## src/rtl/cache_fill_fsm.sv

```systemverilog
// Cache miss fill controller: fetches a 16-byte block as 8 pipelined 16-bit reads
// and streams each returned word into the cache data array, tagging on the last word.
//
// state | meaning
// IDLE  | waiting for a miss, all outputs quiet
// FILL  | issuing block reads and writing returned words, pipeline stalled
module cache_fill_fsm #(
    parameter int WORDS_PER_BLOCK = 8,
    parameter int ADDR_W          = 16,
    parameter int DATA_W          = 16
) (
    input  logic              clk,
    input  logic              rst,
    input  logic              miss_detected,
    input  logic [ADDR_W-1:0] miss_address,
    input  logic [DATA_W-1:0] memory_data,
    input  logic              memory_data_valid,
    output logic              fsm_busy,
    output logic              mem_read_en,
    output logic [ADDR_W-1:0] memory_address,
    output logic              write_data_array,
    output logic              write_tag_array,
    output logic [ADDR_W-1:0] cache_addr,
    output logic [DATA_W-1:0] fill_data
);

    typedef enum logic {
        IDLE = 1'b0,
        FILL = 1'b1
    } state_t;

    localparam logic [3:0] LAST_CNT = 4'(WORDS_PER_BLOCK - 1);
    localparam logic [3:0] FULL_CNT = 4'(WORDS_PER_BLOCK);

    state_t            state, state_nxt;
    logic [ADDR_W-1:0] base;
    logic [3:0]        issue_cnt;
    logic [3:0]        recv_cnt;
    logic              issue_go;
    logic              recv_go;

    assign issue_go = (state == FILL) && (issue_cnt < FULL_CNT);
    assign recv_go  = (state == FILL) && memory_data_valid && (recv_cnt < FULL_CNT);

    always_ff @(posedge clk or posedge rst) begin
        if (rst) begin
            state     <= IDLE;
            base      <= '0;
            issue_cnt <= '0;
            recv_cnt  <= '0;
        end else begin
            state <= state_nxt;
            if (state == IDLE) begin
                if (miss_detected) begin
                    base      <= miss_address & 16'hFFF0;
                    issue_cnt <= '0;
                    recv_cnt  <= '0;
                end
            end else begin
                if (issue_go)
                    issue_cnt <= issue_cnt + 4'd1;
                if (recv_go)
                    recv_cnt <= recv_cnt + 4'd1;
            end
        end
    end

    // Offsets stay inside the aligned block, so no carry into base[15:4].
    always_comb begin
        state_nxt        = state;
        fsm_busy         = 1'b0;
        mem_read_en      = 1'b0;
        memory_address   = '0;
        write_data_array = 1'b0;
        write_tag_array  = 1'b0;
        cache_addr       = '0;
        fill_data        = '0;
        case (state)
            IDLE: begin
                if (miss_detected)
                    state_nxt = FILL;
            end
            FILL: begin
                fsm_busy = 1'b1;
                if (issue_go) begin
                    mem_read_en    = 1'b1;
                    memory_address = base + {12'b0, issue_cnt[2:0], 1'b0};
                end
                if (recv_go) begin
                    write_data_array = 1'b1;
                    cache_addr       = base + {12'b0, recv_cnt[2:0], 1'b0};
                    fill_data        = memory_data;
                    if (recv_cnt == LAST_CNT) begin
                        write_tag_array = 1'b1;
                        state_nxt       = IDLE;
                    end
                end
            end
            default: state_nxt = IDLE;
        endcase
    end

endmodule

```

## config.mk

```make
export PLATFORM = sky130hd
export DESIGN_NAME = cache_fill_fsm
export DESIGN_NICKNAME = d
export VERILOG_FILES = /design/src/rtl/cache_fill_fsm.sv
export SDC_FILE = /design/constraint.sdc
export NUM_CORES = 1
export LEC_CHECK = 0
export ABC_AREA = 1
export CORE_UTILIZATION = 37
export DETAILED_ROUTE_END_ITERATION = 7
export GPL_TIMING_DRIVEN = 0
export MAX_ROUTING_LAYER = met4
export PLACE_DENSITY = 0.92
export SETUP_SLACK_MARGIN = 0.1
export SLEW_MARGIN = 20
export SYNTH_ARGS = -nofsm -noshare
export SYNTH_HDL_FRONTEND = slang
export SYNTH_SLANG_ARGS = --single-unit
```

## constraint.sdc

```tcl
create_clock -name clk -period 1.8 [get_ports clk]
set_input_delay 0.18 -clock clk [delete_from_list [all_inputs] [get_ports clk]]
set_output_delay 0.18 -clock clk [all_outputs]
set_load 0.005 [all_outputs]
```

Word-level counts from Yosys, hierarchy flattened
Index checks and enable logic that the tools add are counted.

word-level totals
  register bits after elaboration = 21
  bits in latches = 0
  bits in writable memories = 0
  bits in read-only memories = 0
  input port bits = 36
  output and inout port bits = 52
  memories kept = 0

cells by class
  add/subtract/negate cells = 4
  $mul = 0
  div/mod/pow operators = 0
  $lt $le $gt $ge = 2
  equal/unequal tests = 3
  shifts and indexed selects = 0
  mux-type cells = 23
  bitwise logic cells = 1
  reduce and logical (&&, ||, !) cells = 7

operators with widths
  kind                                                  count
  2-to-1 mux 16 bit                                     6
  adder 16 x 4 -> 16 bit                                2
  2-to-1 mux 4 bit                                      5
  2-to-1 mux 1 bit                                      11
  adder 4 x 1 -> 4 bit (second input constant)          2
  < comparator 4 bit (second input constant)            2
  AND reduction 2 bit                                   3
  equality test 4 x 3 -> 1 bit (second input constant)  1
  != test 2 x 1 -> 1 bit (second input constant)        2
  logical AND 1 bit                                     3
  case mux 1 bit (2 select lines)                       1
  nonzero test 2 bit                                    1
  NOT 1 bit                                             1

Longest topological paths before layout
Gate-level depths: netlist of run 1.

  word-level depth = 4
  gate-level depth with buffers = 6
  mapped depth without buffers = 6

Worst setup path after synthesis of run 1
No wires, ideal clock.

  path kind = register to register
  start = register issue_cnt[0]
  end = register issue_cnt[2]
  arrival time = 0.965 ns
  required time = 1.674 ns
  slack = 0.709 ns
  stages on the path, launching flop included = 5
  path buffers = 0
  period minus slack after synthesis = 1.091 ns
  cells stage by stage = dfrtp_1 -> ha_1 -> or2_2 -> nand3_1 -> o21ai_0

on the way
  cells in the longest elaborated chain, start to end = 4

ends and longest elaborated chain
  what                              RTL line  text
  start: declaration                37        logic [3:0] issue_cnt;
  start signal: assignment          61        issue_cnt <= issue_cnt + 4'd1;
  < comparator 4 bit                42        assign issue_go = (state == FILL) && (issue_cnt < FULL_CNT);
  logical AND 1 bit                 42
  != test 2 x 1 -> 1 bit (no line)  --
  AND reduction 2 bit (no line)     --

Several ways; a longest one is shown, not always the timed one. The select of a mux whose other input is x is not followed.
A chain may end at the register's enable or synchronous reset.

Worst setup path after layout of run 1
  start = register state
  end = output memory_address[2]

on the way
  cells in the longest elaborated chain, start to end = 3

ends and longest elaborated chain
  what                      RTL line  text
  start: declaration        35        state_t state, state_nxt;
  start signal: assignment  52        state <= state_nxt;
  logical AND 1 bit         42
  2-to-1 mux 16 bit         85        if (issue_go) begin
  2-to-1 mux 16 bit (*)     78        case (state)
  end: declaration          20        output logic [ADDR_W-1:0] memory_address,

Mark *: on every way between the ends. The rest lies on a longest branch, timed or not.

==> results of run 1 <==
[cells in the final DEF, fill, tap and decap left out, types with 2 or more instances in the layout]
cell type | synthesis | routed
buf_4 | 2 | 16
buf_6 | 1 | 4
buf_8 | 0 | 2
clkbuf_2 | 0 | 2
clkbuf_4 | 0 | 3
clkdlybuf4s15_1 | 0 | 12
clkdlybuf4s50_1 | 0 | 32
conb_1 | 1 | 2
dfrtp_1 | 21 | 19
dfrtp_2 | 0 | 2
dlygate4sd2_1 | 0 | 4
dlymetal6s2s_1 | 0 | 31
inv_1 | 41 | 39
inv_2 | 2 | 4
nand2_1 | 33 | 31
nand3_1 | 3 | 2
nand4_1 | 2 | 2
nor2_1 | 50 | 49
nor2_4 | 0 | 2
o21ai_0 | 13 | 13
o21ai_1 | 3 | 3
[cell type report]
class,count,area share
Buffer,8,0.0351
Clock buffer,4,0.0110
Inverter,43,0.0675
Multi-Input combinational cell,112,0.220
Sequential cell,21,0.221
Tap cell,44,0.0230
Timing Repair Buffer,97,0.422
[what timing repair did]
| action | 4_1_cts | 5_1_grt |
|---|---|---|
| hold buffers | 0 | 0 |
| endpoints found under the setup margin | 49 | 33 |
| buffers inserted | 5 | 11 |
| pin swaps | 1 | 1 |
| endpoints found under the hold margin | 0 | 0 |
| gates resized for setup | 29 | 62 |
[cell usage after synthesis]
cell / number
a21oi_1: 1
buf_2: 5
buf_4: 2
buf_6: 1
conb_1: 1
dfrtp_1: 21
ha_1: 2
inv_1: 41
inv_2: 2
nand2_1: 33
nand2_4: 1
nand3_1: 3
nand4_1: 2
nor2_1: 50
nor2_2: 1
o21ai_0: 13
o21ai_1: 3
or2_2: 1
[layer usage]
layer  global-route usage  vias to the layer above
li1                     -                      730
met1                0.234                      652
met3               0.0393                        4
met5                    -                        -
met4               0.0612                        0
met2                0.360                       44
[worst min path at each step]
stage                  end  depth (start not counted)  slack, ns
6_report             state                          2       0.31
5_1_grt        recv_cnt[2]                          2       0.38
4_1_cts        recv_cnt[3]                          2       0.34
3_5_place_dp       base[9]                          2       0.52
3_3_place_gp      base[11]                          2       0.51
2_1_floorplan     base[10]                          1       0.16
[worst register-to-register path, stage by stage (launching register included)]
cell and delay, ns:
dfrtp_2 0.47, buf_6 0.13, buf_12 0.12, inv_2 0.09
nand2_4 0.08, inv_2 0.14, buf_2 0.25, nand2_1 0.07
o21ai_0 0.09
[cells by family after synthesis]
| kind of cell | count (synthesis) |
|---|---|
| and+or+nand+nor | 91 |
| buffers and inverters | 51 |
| DFF | 21 |
| AOI/OAI and AO/OA | 17 |
| adders and majority gates | 2 |
| other | 1 |
[sequential cells by signal, indices dropped and copies added, names as in the netlist]
name	cells
base	12
issue_cnt	4
recv_cnt	4
state	1
[where the power goes]
part	switching [uW]	internal, uW
Combinational	989	1160
Clock	145	86.4
Sequential	139	698
[through the flow]
stage,TNS (ns),total power (uW)
floorplan,0,1660
detailed placement,-1.20,2710
global placement,-1.42,2640
global route,0,3490
CTS,-3.23,2980
finish,0,3210
==> flow_summary_export.csv, run 1 <==
group,metric,value,unit
run_status,status,"finished, final reports clean",
cells_and_area,final_cells,329,
power_and_ir_drop,worst_ir_drop_vdd,0.765,mV
cells_and_area,sequential_cell_area,528,um2
critical_path,crit_end,"memory_address[2]",
timing,fin_crit,1.66,ns
synth,netlist_instances,183,
timing,slew_headroom,0.480,
die,io_pins,88,
critical_path,crit_path_end_kind,"output port",
clocking,htreeDepth,1,
global_routing,grt_overflow,0,
placement,placed_cell_area,2080,um2
routing,wl_met2,2.01,mm
routing,num_vias,1430,
clocking,clockBufferDepth,2,
global_routing,track_usage,0.204,
routing,final_antenna_net_count,0,
critical_path,worstPathArrival,1.48,ns
clocking,clk_pin_slew,0.11,ns
cells_and_area,nets,324,
critical_path,crit_path_start,"state",
placement,port_buffers,81,
synth,synth_top_family_by_area,"simple AND/OR/NAND/NOR gates",
global_routing,grt_pass1_vias,1224,
synth,synth_mux_area_frac,0,
critical_path,worstSetupPathDepth,6,
cells_and_area,drive_gt1_frac,0.151,
clocking,cts_num_sinks,21,
clocking,cts_tree,"done",
placement,gp_congestion,0.733,
critical_path,r2r_start,"state",
critical_path,ff2ff_path_depth,8,
timing,fin_skew,0.00345,ns
die,rows,20,
critical_path,cp-start-kind,"flip-flop",
flow_run,maxCapViolCount,0,
critical_path,crit_type,"reg2out",
synth,yosys_warnings,0,
synth,synth_top_cell_area_share,0.433,
synth,netlist-cell-type-count,18,
critical_path,critPathBufInv,4,
cells_and_area,fillCellCount,213,
critical_path,crit_chain,"buf_6 > buf_12 > nand2_8 > buf_8 > nor2_1 > clkdlybuf4s15_1",
die,initial_utilization,0.395,
routing,top_layer_used,"met4",
timing,worst_pin_slew,0.779,ns
cells_and_area,utilization,0.777,
global_routing,grt_pass1_wl,5.24,mm
die,die_area,3520,um2
cells_and_area,antennaDiodeCount,0,
routing,remaining_drc_errors,0,
hold_path,hp-class,"in2async",
die,placeableCoreArea,3080,um2
synth,synth-compound-area-share,0.0700,
cells_and_area,syn2layout_area_growth,96.8,%
clocking,cts-root-buf,"clkbuf_4",
timing,fin_hold_ws,0.309,ns
routing,wl,3.81,mm
synth,synthTopCellsByArea,"dfrtp_1, nor2_1, inv_1",
synth,synthSimpleGateAreaFrac,0.299,
critical_path,crit_family,"buffers and inverters",
routing,route.met3.wl,183,um
critical_path,worstPathMaxFanout,10,
timing,fin_crit_sh,0.923,
clocking,clk_latency,0.30,ns
synth,synth.avg_cell_area,6.64,um2
timing,max_freq,0.602,GHz
critical_path,r2r_end,"base[4]",
timing,finalHoldViolCount,0,
synth,synth_seq_cells,21,
routing,wire_per_inst,11.6,um
synth,synth-adder-area-share,0.0206,
timing,setup_viol,0,
synth,synth_xor_area_frac,0,
die,die_x,59.3,um
power_and_ir_drop,leakage,0.00166,uW
synth,yosysSeqAreaShare,0.433,
critical_path,cp.required,1.62,ns
critical_path,cp_slowest_stage_delay,0.44,ns
global_routing,antenna_found_initial,0,
synth,synth.cell_area,1210,um2
timing,rsz0062_at_grt,"false",
cells_and_area,fin_area,2390,um2
die,die_h,59.3,um
placement,pre_cts_ws,-0.0855,ns
critical_path,cpMaxStageDelayCell,"dfrtp_2",
global_routing,grt_max_degree,22,
timing,slew_violations,0,
cells_and_area,multiInputGateArea,527,um2
placement,dpl.hpwl,2.60,mm
routing,first_iter_violations,43,
timing,finalWorstSetupSlack,0.139,ns
power_and_ir_drop,p_per_area,1340,nW/um2
routing,viasPerCell,4.35,
clocking,numCtsBuffers,3,
routing,met1_length,1.58,mm
synth,yosysTopAreaCell,"dfrtp_1",
routing,dr.pass1.iters,4,
critical_path,r2r_setup_slack,0.29,ns
placement,dp.cells,309,
No activity file was read; power rests on OpenSTA's default activity.
==> run 2: changes to the inputs <==
--- a/config.mk
+++ b/config.mk
@@ -6,12 +6,14 @@
 export NUM_CORES = 1
 export LEC_CHECK = 0
 export ABC_AREA = 1
+export CORE_MARGIN = 2
 export CORE_UTILIZATION = 37
 export DETAILED_ROUTE_END_ITERATION = 7
 export GPL_TIMING_DRIVEN = 0
 export MAX_ROUTING_LAYER = met4
 export PLACE_DENSITY = 0.92
 export SETUP_SLACK_MARGIN = 0.1
+export SKIP_CTS_REPAIR_TIMING = 1
 export SLEW_MARGIN = 20
 export SYNTH_ARGS = -nofsm -noshare
 export SYNTH_HDL_FRONTEND = slang
==> flow_summary_export.csv, run 2 (synthesis results as in run 1) <==
group,metric,value,unit
routing,remaining_drc_errors,0,
die,die_x,61.3,um
cells_and_area,final_cells,324,
critical_path,r2r_start,"state",
global_routing,grt_overflow,0,
critical_path,crit_chain,"nand3_4 > buf_6 > buf_8 > buf_6 > nor2_1 > buf_2",
clocking,cts_tree,"done",
critical_path,cp.required,1.62,ns
routing,dr.pass1.iters,4,
clocking,clk_latency,0.32,ns
critical_path,crit_end,"cache_addr[13]",
die,rows,20,
timing,finalHoldViolCount,0,
cells_and_area,final_cell_mix,"nor2_1, dlymetal6s2s_1, inv_1",
critical_path,crit_type,"reg2out",
routing,wl,4.06,mm
cells_and_area,regMostFlops,"base",
routing,first_iter_violations,70,
critical_path,worstPathArrival,1.54,ns
critical_path,crit_top_cell,"buf_6",
cells_and_area,antennaDiodeCount,0,
die,placeableCoreArea,3080,um2
timing,worst_pin_slew,0.811,ns
cells_and_area,syn2layout_area_growth,97.5,%
routing,viasPerCell,4.44,
run_status,status,"finished, final reports clean",
routing,wire_per_inst,12.5,um
timing,slew_violations,0,
die,initial_utilization,0.395,
placement,pre_cts_ws,-0.123,ns
critical_path,crit_family,"buffers and inverters",
global_routing,grt_pass1_wl,5.25,mm
critical_path,cpMaxStageDelayCell,"dfrtp_2",
placement,gp_congestion,0.841,
routing,num_vias,1440,
power_and_ir_drop,leakage,0.00179,uW
cells_and_area,nets,319,
cells_and_area,drive_gt1_frac,0.168,
timing,fin_crit_sh,0.953,
global_routing,top_usage_layer,"met2",
timing,setup_viol,0,
die,die_h,61.3,um
clocking,clockBufferDepth,2,
global_routing,grt_max_degree,22,
timing,rsz0062_at_grt,"true",
critical_path,worstSetupPathDepth,6,
placement,port_buffers,81,
critical_path,worstPathMaxFanout,9,
timing,max_freq,0.583,GHz
global_routing,grt_use_met2,0.359,
global_routing,grt_use_met1,0.220,
clocking,numCtsBuffers,3,
timing,fin_hold_ws,0.304,ns
timing,finalWorstSetupSlack,0.0844,ns
timing,final.setup.tns,0,ns
die,io_pins,88,
timing,fin_crit,1.72,ns
hold_path,hp-class,"in2async",
timing,slew_headroom,0.459,
placement,dp.cells,309,
critical_path,crit_path_end_kind,"output port",
critical_path,r2r_setup_slack,0.34,ns
global_routing,antenna_found_initial,0,
timing,fin_skew,0.00727,ns
power_and_ir_drop,p_per_area,1370,nW/um2
clocking,htreeDepth,1,
critical_path,r2r_end,"base[13]",
global_routing,grt_util_met3,0.0441,
placement,dpl.hpwl,2.77,mm
critical_path,critPathBufInv,4,
critical_path,ff2ff_path_depth,7,
clocking,cts_num_sinks,21,
critical_path,crit_path_start,"state",
clocking,clk_pin_slew,0.13,ns
power_and_ir_drop,worst_ir_drop_vdd,0.974,mV
clocking,cts-root-buf,"clkbuf_4",
critical_path,cp-start-kind,"flip-flop",
routing,final_antenna_net_count,0,
global_routing,grt_pass1_vias,1225,
flow_run,maxCapViolCount,0,
global_routing,track_usage,0.198,
critical_path,cp_slowest_stage_delay,0.50,ns
cells_and_area,reg_top3,"base x12, issue_cnt x4, recv_cnt x4",
power_and_ir_drop,power,3300,uW
cells_and_area,final_common_cell,"nor2_1",
cells_and_area,largest_reg_flops,12,
die,die_area,3760,um2
## run 2: cell count changes in the layout (fill, tap and decap cells not counted), moves of 4 or more
cell	before	now
dlygate4sd2_1	4	0
dlymetal6s2s_1	31	43
buf_2	1	6
nor2_4	2	6
buf_6	4	9
buf_4	16	7
nor2_1	49	44
clkdlybuf4s15_1	12	0
## run 2: final cells by class
type / instances / area (um2)
Multi-Input combinational cell: 112 / 553
Tap cell: 44 / 55.1
Timing Repair Buffer: 92 / 993
Clock buffer: 4 / 26.3
Buffer: 8 / 83.8
Inverter: 43 / 161
Fill cell: 233 / 678
Sequential cell: 21 / 527
## run 2: worst min-delay path by stage
stage | startpoint | endpoint | slack [ns] | cells after the start
5_1_grt | rst | issue_cnt[3] | 0.38 | 2
3_3_place_gp | recv_cnt[3] | recv_cnt[3] | 0.51 | 2
3_5_place_dp | base[14] | base[14] | 0.54 | 2
6_report | rst | issue_cnt[2] | 0.30 | 2
4_1_cts | rst | issue_cnt[2] | 0.33 | 2
2_1_floorplan | rst | base[10] | 0.16 | 1
## run 2: worst register-to-register path, stage by stage (launching register included)
cell	delay (ns)
dfrtp_2	0.51
buf_4	0.16
inv_2	0.09
nand2_4	0.08
inv_2	0.14
buf_2	0.24
nand2_1	0.07
o21ai_0	0.09
## run 2: power breakdown
part	internal [uW]	leakage, uW	switching (uW)	total, uW
registers	697	0.000256	153	850
logic	1170	0.00152	1030	2200
clock network	86.8	0.0000150	156	243
## run 2: stage by stage
step	cell area (um2)	utilization
2_1_floorplan	1220	-
3_3_place_gp	2080	0.677
3_5_place_dp	2080	0.677
4_1_cts	2110	0.686
5_1_grt	2400	0.780
6_report	2400	0.780
## run 2: metal layers
layer | vias up | share of wire
met1 | 664 | 0.40
met5 | - | 0
met2 | 48 | 0.53
met4 | 0 | 0.018
li1 | 720 | -
met3 | 8 | 0.054
